**src/rtl/xbar_alloc_if.sv**
```systemverilog
// ============================================================================
// xbar_alloc_if : request/release/configuration bundle of the crossbar allocator
// Rev 1.0
// ============================================================================
`default_nettype none

interface xbar_alloc_if #(
  parameter int NN = 2,
  parameter int MN = 3
);
  logic [NN-1:0][MN-1:0] req;
  logic [NN-1:0]         rel;
  logic [MN-1:0][NN-1:0] cfg;
  logic [NN-1:0]         gnt;
  logic                  err;

  modport master (output req, rel, input cfg, gnt, err);
  modport slave  (input req, rel, output cfg, gnt, err);
endinterface

`default_nettype wire

```
**src/rtl/xbar_alloc.sv**
```systemverilog
// ============================================================================
// xbar_alloc : wormhole allocator, round-robin per output, held until release
// Rev 1.0
// ============================================================================
`default_nettype none

module xbar_alloc #(
  parameter int NN = 2,
  parameter int MN = 3
) (
  input  logic       clk,
  input  logic       rst_n,
  xbar_alloc_if.slave bus
);

  localparam int            IW      = (NN > 1) ? $clog2(NN) : 1;
  localparam logic [0:0]    ST_IDLE = 1'b0;
  localparam logic [0:0]    ST_BUSY = 1'b1;
  localparam logic [IW-1:0] C_LAST  = IW'(NN - 1);
  localparam logic [IW:0]   C_NN    = (IW + 1)'(NN);

  logic [0:0]            r_state [MN];
  logic [IW-1:0]         r_owner [MN];
  logic [IW-1:0]         r_ptr   [MN];
  logic [NN-1:0]         r_cfg   [MN];
  logic [NN-1:0][MN-1:0] r_req_prev;
  logic                  r_err;

  logic [NN-1:0]         w_onehot;
  logic [NN-1:0]         w_multi;
  logic [NN-1:0]         w_changed;
  logic [NN-1:0]         w_gnt;
  logic [MN-1:0][NN-1:0] w_elig;
  logic [MN-1:0]         w_found;
  logic [IW-1:0]         w_win     [MN];
  logic [IW-1:0]         w_ptr_nxt [MN];
  logic                  w_err_set;

  always_comb begin
    w_gnt = '0;
    for (int o = 0; o < MN; o++) begin
      w_gnt = w_gnt | r_cfg[o];
    end
    for (int i = 0; i < NN; i++) begin
      w_onehot[i]  = ($countones(bus.req[i]) == 1);
      w_multi[i]   = ($countones(bus.req[i]) > 1);
      w_changed[i] = (bus.req[i] != r_req_prev[i]);
    end
    // A changed request in the eof cycle is the sanctioned next-packet handoff.
    w_err_set = (|w_multi) | (|(w_gnt & ~bus.rel & w_changed));
  end

  // Granted inputs are excluded, so no input can win two outputs at once.
  always_comb begin : p_arb
    logic [IW:0]   sum;
    logic [IW-1:0] idx;
    sum = '0;
    idx = '0;
    for (int o = 0; o < MN; o++) begin
      for (int i = 0; i < NN; i++) begin
        w_elig[o][i] = bus.req[i][o] & w_onehot[i] & ~w_gnt[i];
      end
      w_found[o] = 1'b0;
      w_win[o]   = '0;
      for (int k = 0; k < NN; k++) begin
        sum = {1'b0, r_ptr[o]} + (IW + 1)'(k);
        if (sum >= C_NN) begin
          sum = sum - C_NN;
        end
        idx = sum[IW-1:0];
        if (!w_found[o] && w_elig[o][idx]) begin
          w_found[o] = 1'b1;
          w_win[o]   = idx;
        end
      end
      w_ptr_nxt[o] = (w_win[o] == C_LAST) ? '0 : w_win[o] + IW'(1);
    end
  end

  always_ff @(posedge clk or negedge rst_n) begin
    if (!rst_n) begin
      for (int o = 0; o < MN; o++) begin
        r_state[o] <= ST_IDLE;
        r_owner[o] <= '0;
        r_ptr[o]   <= '0;
        r_cfg[o]   <= '0;
      end
      r_req_prev <= '0;
      r_err      <= 1'b0;
    end else begin
      r_req_prev <= bus.req;
      r_err      <= r_err | w_err_set;
      for (int o = 0; o < MN; o++) begin
        case (r_state[o])
          ST_IDLE: begin
            if (w_found[o]) begin
              r_state[o] <= ST_BUSY;
              r_owner[o] <= w_win[o];
              r_ptr[o]   <= w_ptr_nxt[o];
              r_cfg[o]   <= NN'(1) << w_win[o];
            end
          end
          ST_BUSY: begin
            if (bus.rel[r_owner[o]]) begin
              r_state[o] <= ST_IDLE;
              r_cfg[o]   <= '0;
            end
          end
          default: begin
            r_state[o] <= ST_IDLE;
            r_cfg[o]   <= '0;
          end
        endcase
      end
    end
  end

  for (genvar o = 0; o < MN; o++) begin : g_cfg
    assign bus.cfg[o] = r_cfg[o];
  end

  assign bus.gnt = w_gnt;
  assign bus.err = r_err;

endmodule

`default_nettype wire

```
**src/flat_wrapper.sv**
```systemverilog
// flat-port wrapper written by rule: the top's interface ports become plain ports
module xbar_alloc_flat 
#(
  parameter int NN = 2,
  parameter int MN = 3
)
  (clk, rst_n, bus_req, bus_rel, bus_cfg, bus_gnt, bus_err);
  xbar_alloc_if #(.NN(NN), .MN(MN)) bus_i ();
  input  logic clk;
  input  logic rst_n;
  input wire logic [$bits(bus_i.req)-1:0] bus_req;
  input wire logic [$bits(bus_i.rel)-1:0] bus_rel;
  output wire logic [$bits(bus_i.cfg)-1:0] bus_cfg;
  output wire logic [$bits(bus_i.gnt)-1:0] bus_gnt;
  output wire logic [$bits(bus_i.err)-1:0] bus_err;
  assign bus_i.req = bus_req;
  assign bus_i.rel = bus_rel;
  assign bus_cfg = bus_i.cfg;
  assign bus_gnt = bus_i.gnt;
  assign bus_err = bus_i.err;
  xbar_alloc #(.NN(NN), .MN(MN)) u_core (.clk(clk), .rst_n(rst_n), .bus(bus_i));
endmodule
```
**config.mk**
```make
export PLATFORM = sky130hd
export DESIGN_NAME = xbar_alloc_flat
export DESIGN_NICKNAME = d
export VERILOG_FILES = /design/src/rtl/xbar_alloc_if.sv /design/src/rtl/xbar_alloc.sv /design/src/flat_wrapper.sv
export SDC_FILE = /design/constraint.sdc
export NUM_CORES = 1
export LEC_CHECK = 0
export CAP_MARGIN = 0
export CORE_MARGIN = 4
export CORE_UTILIZATION = 40
export DETAILED_ROUTE_END_ITERATION = 8
export DONT_BUFFER_PORTS = 1
export GPL_TIMING_DRIVEN = 1
export HOLD_SLACK_MARGIN = 0.12
export PLACE_DENSITY = 0.55
export SLEW_MARGIN = 20
export SYNTH_ARGS = -nofsm -noshare
export SYNTH_HDL_FRONTEND = slang
export SYNTH_SLANG_ARGS = --single-unit
export TNS_END_PERCENT = 1
```
**constraint.sdc**
```tcl
create_clock -name clk -period 1.35 [get_ports clk]
set_clock_uncertainty 0.15 [all_clocks]
set_input_delay 0.27 -clock clk [delete_from_list [all_inputs] [get_ports clk]]
set_output_delay 0.27 -clock clk [all_outputs]
set_load 0.005 [all_outputs]
```
==> results of run 1 <==
-- critical path: stages (launching register included) --
cell	delay, ps
sky130_fd_sc_hd__dfrtp_1	430
sky130_fd_sc_hd__nor3_4	230
sky130_fd_sc_hd__buf_4	170
sky130_fd_sc_hd__nand4_4	140
sky130_fd_sc_hd__a21o_2	270
sky130_fd_sc_hd__a21o_2	210
-- timing repair --
action,4_1_cts,5_1_grt
setup endpoints to repair,20,24
hold endpoints to repair,38,22
hold buffers,8,1
gates resized for setup,7,4
pin swaps,4,4
setup buffers,2,1
-- cells by family (layout without fill, tap and decap cells) --
group	count (synthesis)	after routing	share of synthesized area, %
AO/OA/AOI/OAI	23	23	15.8
XOR/XNOR	6	6	4.38
adder cells (fa/ha/maj)	8	8	9.59
buffers and inverters	9	36	2.82
flip-flops	22	22	45.9
multiplexers	3	3	2.61
AND/OR/NAND/NOR	30	30	18.9
-- flip-flops by register name, indices dropped and copies added, names as in the netlist --
signal / flops
u_core.r_req_prev: 6
u_core.r_ptr: 3
u_core.bus.cfg: 6
u_core.bus.err: 1
u_core.r_state: 3
u_core.r_owner: 3
-- routing by layer --
metal / GRT usage, % / wire, µm / share of wire, %
met2: 21.3 / 1200 / 48
met5: 0 / 0 / 0
met3: 4.14 / 113 / 4.5
met1: 18.8 / 1170 / 47
met4: 4.13 / 23 / 0.92
-- power by group --
part | switching (mW) | internal (mW) | total [mW]
Sequential | 0.198 | 0.869 | 1.07
Clock | 0.211 | 0.300 | 0.512
Combinational | 0.547 | 0.703 | 1.25
Total | 0.956 | 1.87 | 2.83
-- path summary, 6_finish.rpt --
check	startpoint	end	slack (ps)	cells after the start
worst max-delay path	u_core.bus.cfg[3]$_DFFE_PN0P_	u_core.r_owner[2]$_DFFE_PN0P_	-340	5
worst min-delay path	bus_rel[0]	u_core.r_state[1]$_DFF_PN0_	130	3
worst max register to register	u_core.bus.cfg[3]$_DFFE_PN0P_	u_core.r_owner[2]$_DFFE_PN0P_	-340	5
worst min register to register	u_core.r_owner[1]$_DFFE_PN0P_	u_core.r_owner[1]$_DFFE_PN0P_	360	1
max in group asynchronous	rst_n	u_core.r_req_prev[4]$_DFF_PN0_	420	2
min in group asynchronous	rst_n	u_core.bus.cfg[1]$_DFFE_PN0P_	280	2
-- cell usage after synthesis (all sizes together) --
master | instances | share of area (%)
a2111oi | 1 | 2.3
a211oi | 1 | 0.63
a21o | 3 | 2.1
a21oi | 5 | 2.1
a221oi | 1 | 0.73
a311oi | 2 | 2.0
a31o | 1 | 0.73
a31oi | 2 | 1.0
and2 | 1 | 0.63
and3 | 2 | 1.6
and3b | 1 | 0.83
and4 | 2 | 1.6
dfrtp | 22 | 46
fa | 2 | 3.3
ha | 6 | 6.3
inv | 9 | 2.8
mux2 | 1 | 0.94
mux2i | 2 | 1.7
nand2 | 7 | 2.2
nand2b | 2 | 1.0
nand3 | 2 | 0.83
nand3b | 1 | 0.63
nand4 | 1 | 1.8
nor2 | 2 | 0.83
nor2b | 3 | 1.6
nor3 | 3 | 3.1
nor3b | 1 | 0.63
nor4bb | 2 | 1.7
o21a | 1 | 0.63
o21ai | 1 | 0.42
o21bai | 2 | 1.3
o31a | 1 | 0.73
o31ai | 2 | 1.3
xnor2 | 3 | 2.2
xor2 | 3 | 2.2
-- layout make-up --
type | instances | area [µm²] | share of cell area [%]
inverter | 9 | 41.3 | 2.52
clock buffer | 3 | 22.5 | 1.37
timing repair buffer | 23 | 209 | 12.7
sequential | 22 | 551 | 33.6
tap | 31 | 38.8 | 2.36
clock inverter | 1 | 30.0 | 1.83
multi-input combinational | 70 | 748 | 45.6
==> run metrics, run 1 <==
Filler Cells Inserted roughly 240; Placed Instance Area 0.00143 mm²; final setup margin -345 ps; data arrival time of the worst path 1770 ps; critical path class reg2reg; Cell Pwr Density roughly 1700 mW/mm²; pin count of the biggest net entering global routing 23; sequential area share after synthesis 45.9%; Place WS -646 ps; normalized max-slew margin 67.3%; Hold WC Path Type in2reg; Post-DRT Antenna Nets 0; area added between synthesis and finish 36.7%; initial core utilization 42.8%; startpoint class of the critical path flop; register bit total from synthesis 22; WL/cell 15.7 µm; top library cells by usage in the layout, fill and taps aside 22 x sky130_fd_sc_hd__dfrtp_1, 9 x sky130_fd_sc_hd__buf_4, 8 x sky130_fd_sc_hd__dlygate4sd3_1; Diodes inserted 0; 1st-pass router iterations 4; total gr overflow 0; antenna violations before repair 0; count of yosys warnings during synthesis 0; Least-Margin Pin Slew 490 ps; buffers added on ports 0; Final Critical Period 1690 ps; Clock Sink Count 22; routed vias 843; Hold Violations, Final 0; final clock period utilization by the worst path 126%; hold slack 128 ps; violations in the final reports setup timing; final RePlAce weighted congestion 0.735; Critical Path Fanout Max 5; row count 19; Max VDD drop 0.944 mV; total wirelength of the detailed-routed design 2.50 mm; top-level port count 19; post-route DRC violation count 0; area of the mapped netlist 0.00120 mm²; number of standard cells after synthesis 101; latest clock arrival within the worst-skew pair about 320 ps; final setup violation count 18; die boundary height 62.8 µm; clock tree buffer depth 2; share of final-layout standard cells stronger than drive strength 1 37.5%; post-CTS clock slew at the launch and capture registers of the worst setup and hold paths 130 ps; static leakage 0.696 nW; horizontal die dimension between 60 and 70 µm; clock root buffer master sky130_fd_sc_hd__clkbuf_4; share of the core filled with cells in the final layout between 50% and 60%; total global routing track utilization between 10 and 15%; leading cell type in the layout, fill and taps excluded sky130_fd_sc_hd__dfrtp_1; status finished, violations left; H-Tree Depth 1; global-route wire length before repair roughly 4.3 mm; Overall Power between 2 and 3 mW; critical path endpoint category flop; top achievable clock speed between 0.5 and 0.6 GHz; placed wire-length estimate after detailed placement 1.79 mm; Post-Synthesis Net Count 119; Initial DRC Count 26; Post-Place Cells 143; Die Area between 0.003 and 0.004 mm²; number of nets in the layout 147; final standard cell count with taps included and fillers excluded ~160; Num CTS Buffers 3; core outline area 0.00281 mm²; pins over their slew limit 0; unrepaired setup endpoints after global routing yes; clock tree from TritonCTS yes; count of different cell masters after synthesis 41; Req. time, crit path between 1000 and 1500 ps; vias in the first global route 863; MaxCap Viol Count 0; total negative slack -4170 ps; fin area 0.00164 mm²; Avg Cell Area, Syn 11.9 µm²; routed via count divided by cell count around 5.3
Power figures use the tool's default switching activity.
==> inputs of run 2 (changes only) <==
--- a/config.mk
+++ b/config.mk
@@ -10,9 +10,10 @@
 export CORE_UTILIZATION = 40
 export DETAILED_ROUTE_END_ITERATION = 8
 export DONT_BUFFER_PORTS = 1
-export GPL_TIMING_DRIVEN = 1
+export GPL_TIMING_DRIVEN = 0
 export HOLD_SLACK_MARGIN = 0.12
 export PLACE_DENSITY = 0.55
+export SETUP_SLACK_MARGIN = 0.2
 export SLEW_MARGIN = 20
 export SYNTH_ARGS = -nofsm -noshare
 export SYNTH_HDL_FRONTEND = slang
==> run 2 against run 1 <==
Compared with the run above: the run still ends with setup timing left; highest routed layer unchanged; non-clock buffer count shrank 9; first-iteration DRC count grew 120%; count of clock-buffer cells in the layout grew 1; critical path depth is the same; sequential cell count is the same; power shrank 13%; clock power shrank 30%.
==> run metrics, run 2 (same netlist as run 1, synthesis figures left out) <==
horizontal die dimension 62.8 µm; initial core utilization 42.8%; clock root buffer master sky130_fd_sc_hd__clkbuf_4; vias in the first global route 827; share of the core filled with cells in the final layout 55.3%; depth of the most critical reg-to-reg path 5; buffers added on ports 0; Least-Margin Pin Slew 480 ps; WL/cell 16.1 µm; latest clock arrival within the worst-skew pair 300 ps; worst hold path cell count 3; post-route DRC violation count 0; critical path class reg2reg; 1st-pass router iterations 4; area added between synthesis and finish 29.2%; Initial DRC Count between 50 and 60; total negative slack -3790 ps; hold slack around 140 ps; clock tree from TritonCTS yes; Final Critical Period 1650 ps; status finished, violations left; pin count of the biggest net entering global routing 23; unrepaired setup endpoints after global routing yes; busiest grt layer met2; total gr overflow 0; met1 Use GR 19.7%; Post-Place Cells 132; share of final-layout standard cells stronger than drive strength 1 34.5%; Filler Cells Inserted 261; top-level port count 19; Placed Instance Area 0.00135 mm²; total wirelength of the detailed-routed design 2.41 mm; Req. time, crit path 1410 ps; violations in the final reports setup timing; row count 19; final clock period utilization by the worst path 122%; static leakage 0.635 nW; met2 layer usage reported by global route 20.2%; number of nets in the layout 138; Die Area about 0.0039 mm²; core outline area 0.00281 mm²; placed wire-length estimate after detailed placement 1.76 mm; Hold WC Path Type in2reg; final setup margin -299 ps; Max VDD drop 0.593 mV; Hold Violations, Final 0; met3 global-route usage 5.04%; normalized max-slew margin 68.0%; startpoint class of the critical path flop; data arrival time of the worst path 1710 ps; final standard cell count with taps included and fillers excluded 150; Post-DRT Antenna Nets 0; Overall Power around 2.5 mW; antenna violations before repair 0; final setup violation count 18; Cell Pwr Density approximately 1600 mW/mm²; fin area approximately 0.0016 mm²; routed via count divided by cell count ~5.4; Clock Sink Count 22; H-Tree Depth 1; post-CTS clock slew at the launch and capture registers of the worst setup and hold paths 120 ps; Diodes inserted 0; final RePlAce weighted congestion 0.722; routed vias 811; Critical Path Fanout Max 5; Place WS -604 ps; area taken by flip-flops and latches 553 µm²; pins over their slew limit 0; MaxCap Viol Count 0; clock tree buffer depth 2; total global routing track utilization between 10% and 20%; footprint of the multi-input gates 754 µm²; leading cell type in the layout, fill and taps excluded sky130_fd_sc_hd__dfrtp_1; global-route wire length before repair 4.28 mm; Num CTS Buffers 3; die boundary height 62.8 µm; top library cells by usage in the layout, fill and taps aside 20 x sky130_fd_sc_hd__dfrtp_1, 8 x sky130_fd_sc_hd__dlygate4sd3_1, 7 x sky130_fd_sc_hd__inv_1, 7 x sky130_fd_sc_hd__nand2_1, 6 x sky130_fd_sc_hd__ha_4; top achievable clock speed 0.606 GHz; critical path endpoint category flop
run 2: cell type report:
cell class                 instances  area share, %
clock buffer                       4           2.34
inverter                           9           2.66
multi-input combinational         70           48.7
sequential                        22           35.7
tap                               31           2.50
timing repair buffer              14           8.15
run 2: path summary, 6_finish.rpt:
check,end,slack (ps),from
setup / recovery,u_core.r_owner[2]$_DFFE_PN0P_,-300,u_core.bus.cfg[5]$_DFFE_PN0P_
min in group asynchronous,u_core.r_state[2]$_DFF_PN0_,290,rst_n
max in group asynchronous,u_core.bus.cfg[1]$_DFFE_PN0P_,410,rst_n
hold / removal,u_core.r_state[0]$_DFF_PN0_,140,bus_rel[0]
hold reg to reg,u_core.r_owner[1]$_DFFE_PN0P_,370,u_core.r_owner[1]$_DFFE_PN0P_
setup reg to reg,u_core.r_owner[2]$_DFFE_PN0P_,-300,u_core.bus.cfg[5]$_DFFE_PN0P_
run 2: power by group:
group / leakage, nW / internal [mW] / switching, mW
Sequential: 0.263 / 0.874 / 0.236
Combinational: 0.352 / 0.539 / 0.464
Clock: 0.0210 / 0.165 / 0.193
run 2: layer usage:
| layer | wire [µm] | part of all wire, % |
|---|---|---|
| met2 | 1090 | 45 |
| met1 | 1180 | 49 |
| met4 | 18 | 0.75 |
| met5 | 0 | 0 |
| met3 | 116 | 4.8 |
run 2: timing repair:
item | 4_1_cts | 5_1_grt
gates resized for setup | 9 | 3
setup endpoints to repair | 25 | 25
setup buffers | 4 | 1
hold buffers | 7 | 2
pin swaps | 13 | 4
hold endpoints to repair | 35 | 28
run 2: critical path, stage by stage, from the launching register on:
cell and delay, ps:
sky130_fd_sc_hd__dfrtp_1 450, sky130_fd_sc_hd__nor3_4 230, sky130_fd_sc_hd__buf_6 150, sky130_fd_sc_hd__nand4_4 150, sky130_fd_sc_hd__a21o_4 240, sky130_fd_sc_hd__a21o_2 180
==> inputs of run 3 (changes only) <==
--- a/config.mk
+++ b/config.mk
@@ -10,6 +10,7 @@
 export CORE_UTILIZATION = 40
 export DETAILED_ROUTE_END_ITERATION = 8
 export DONT_BUFFER_PORTS = 1
+export GPL_ROUTABILITY_DRIVEN = 0
 export GPL_TIMING_DRIVEN = 0
 export HOLD_SLACK_MARGIN = 0.12
 export PLACE_DENSITY = 0.55
==> results of run 3 <==
No change in the layout: final DEF, timing and power equal those of run 2.
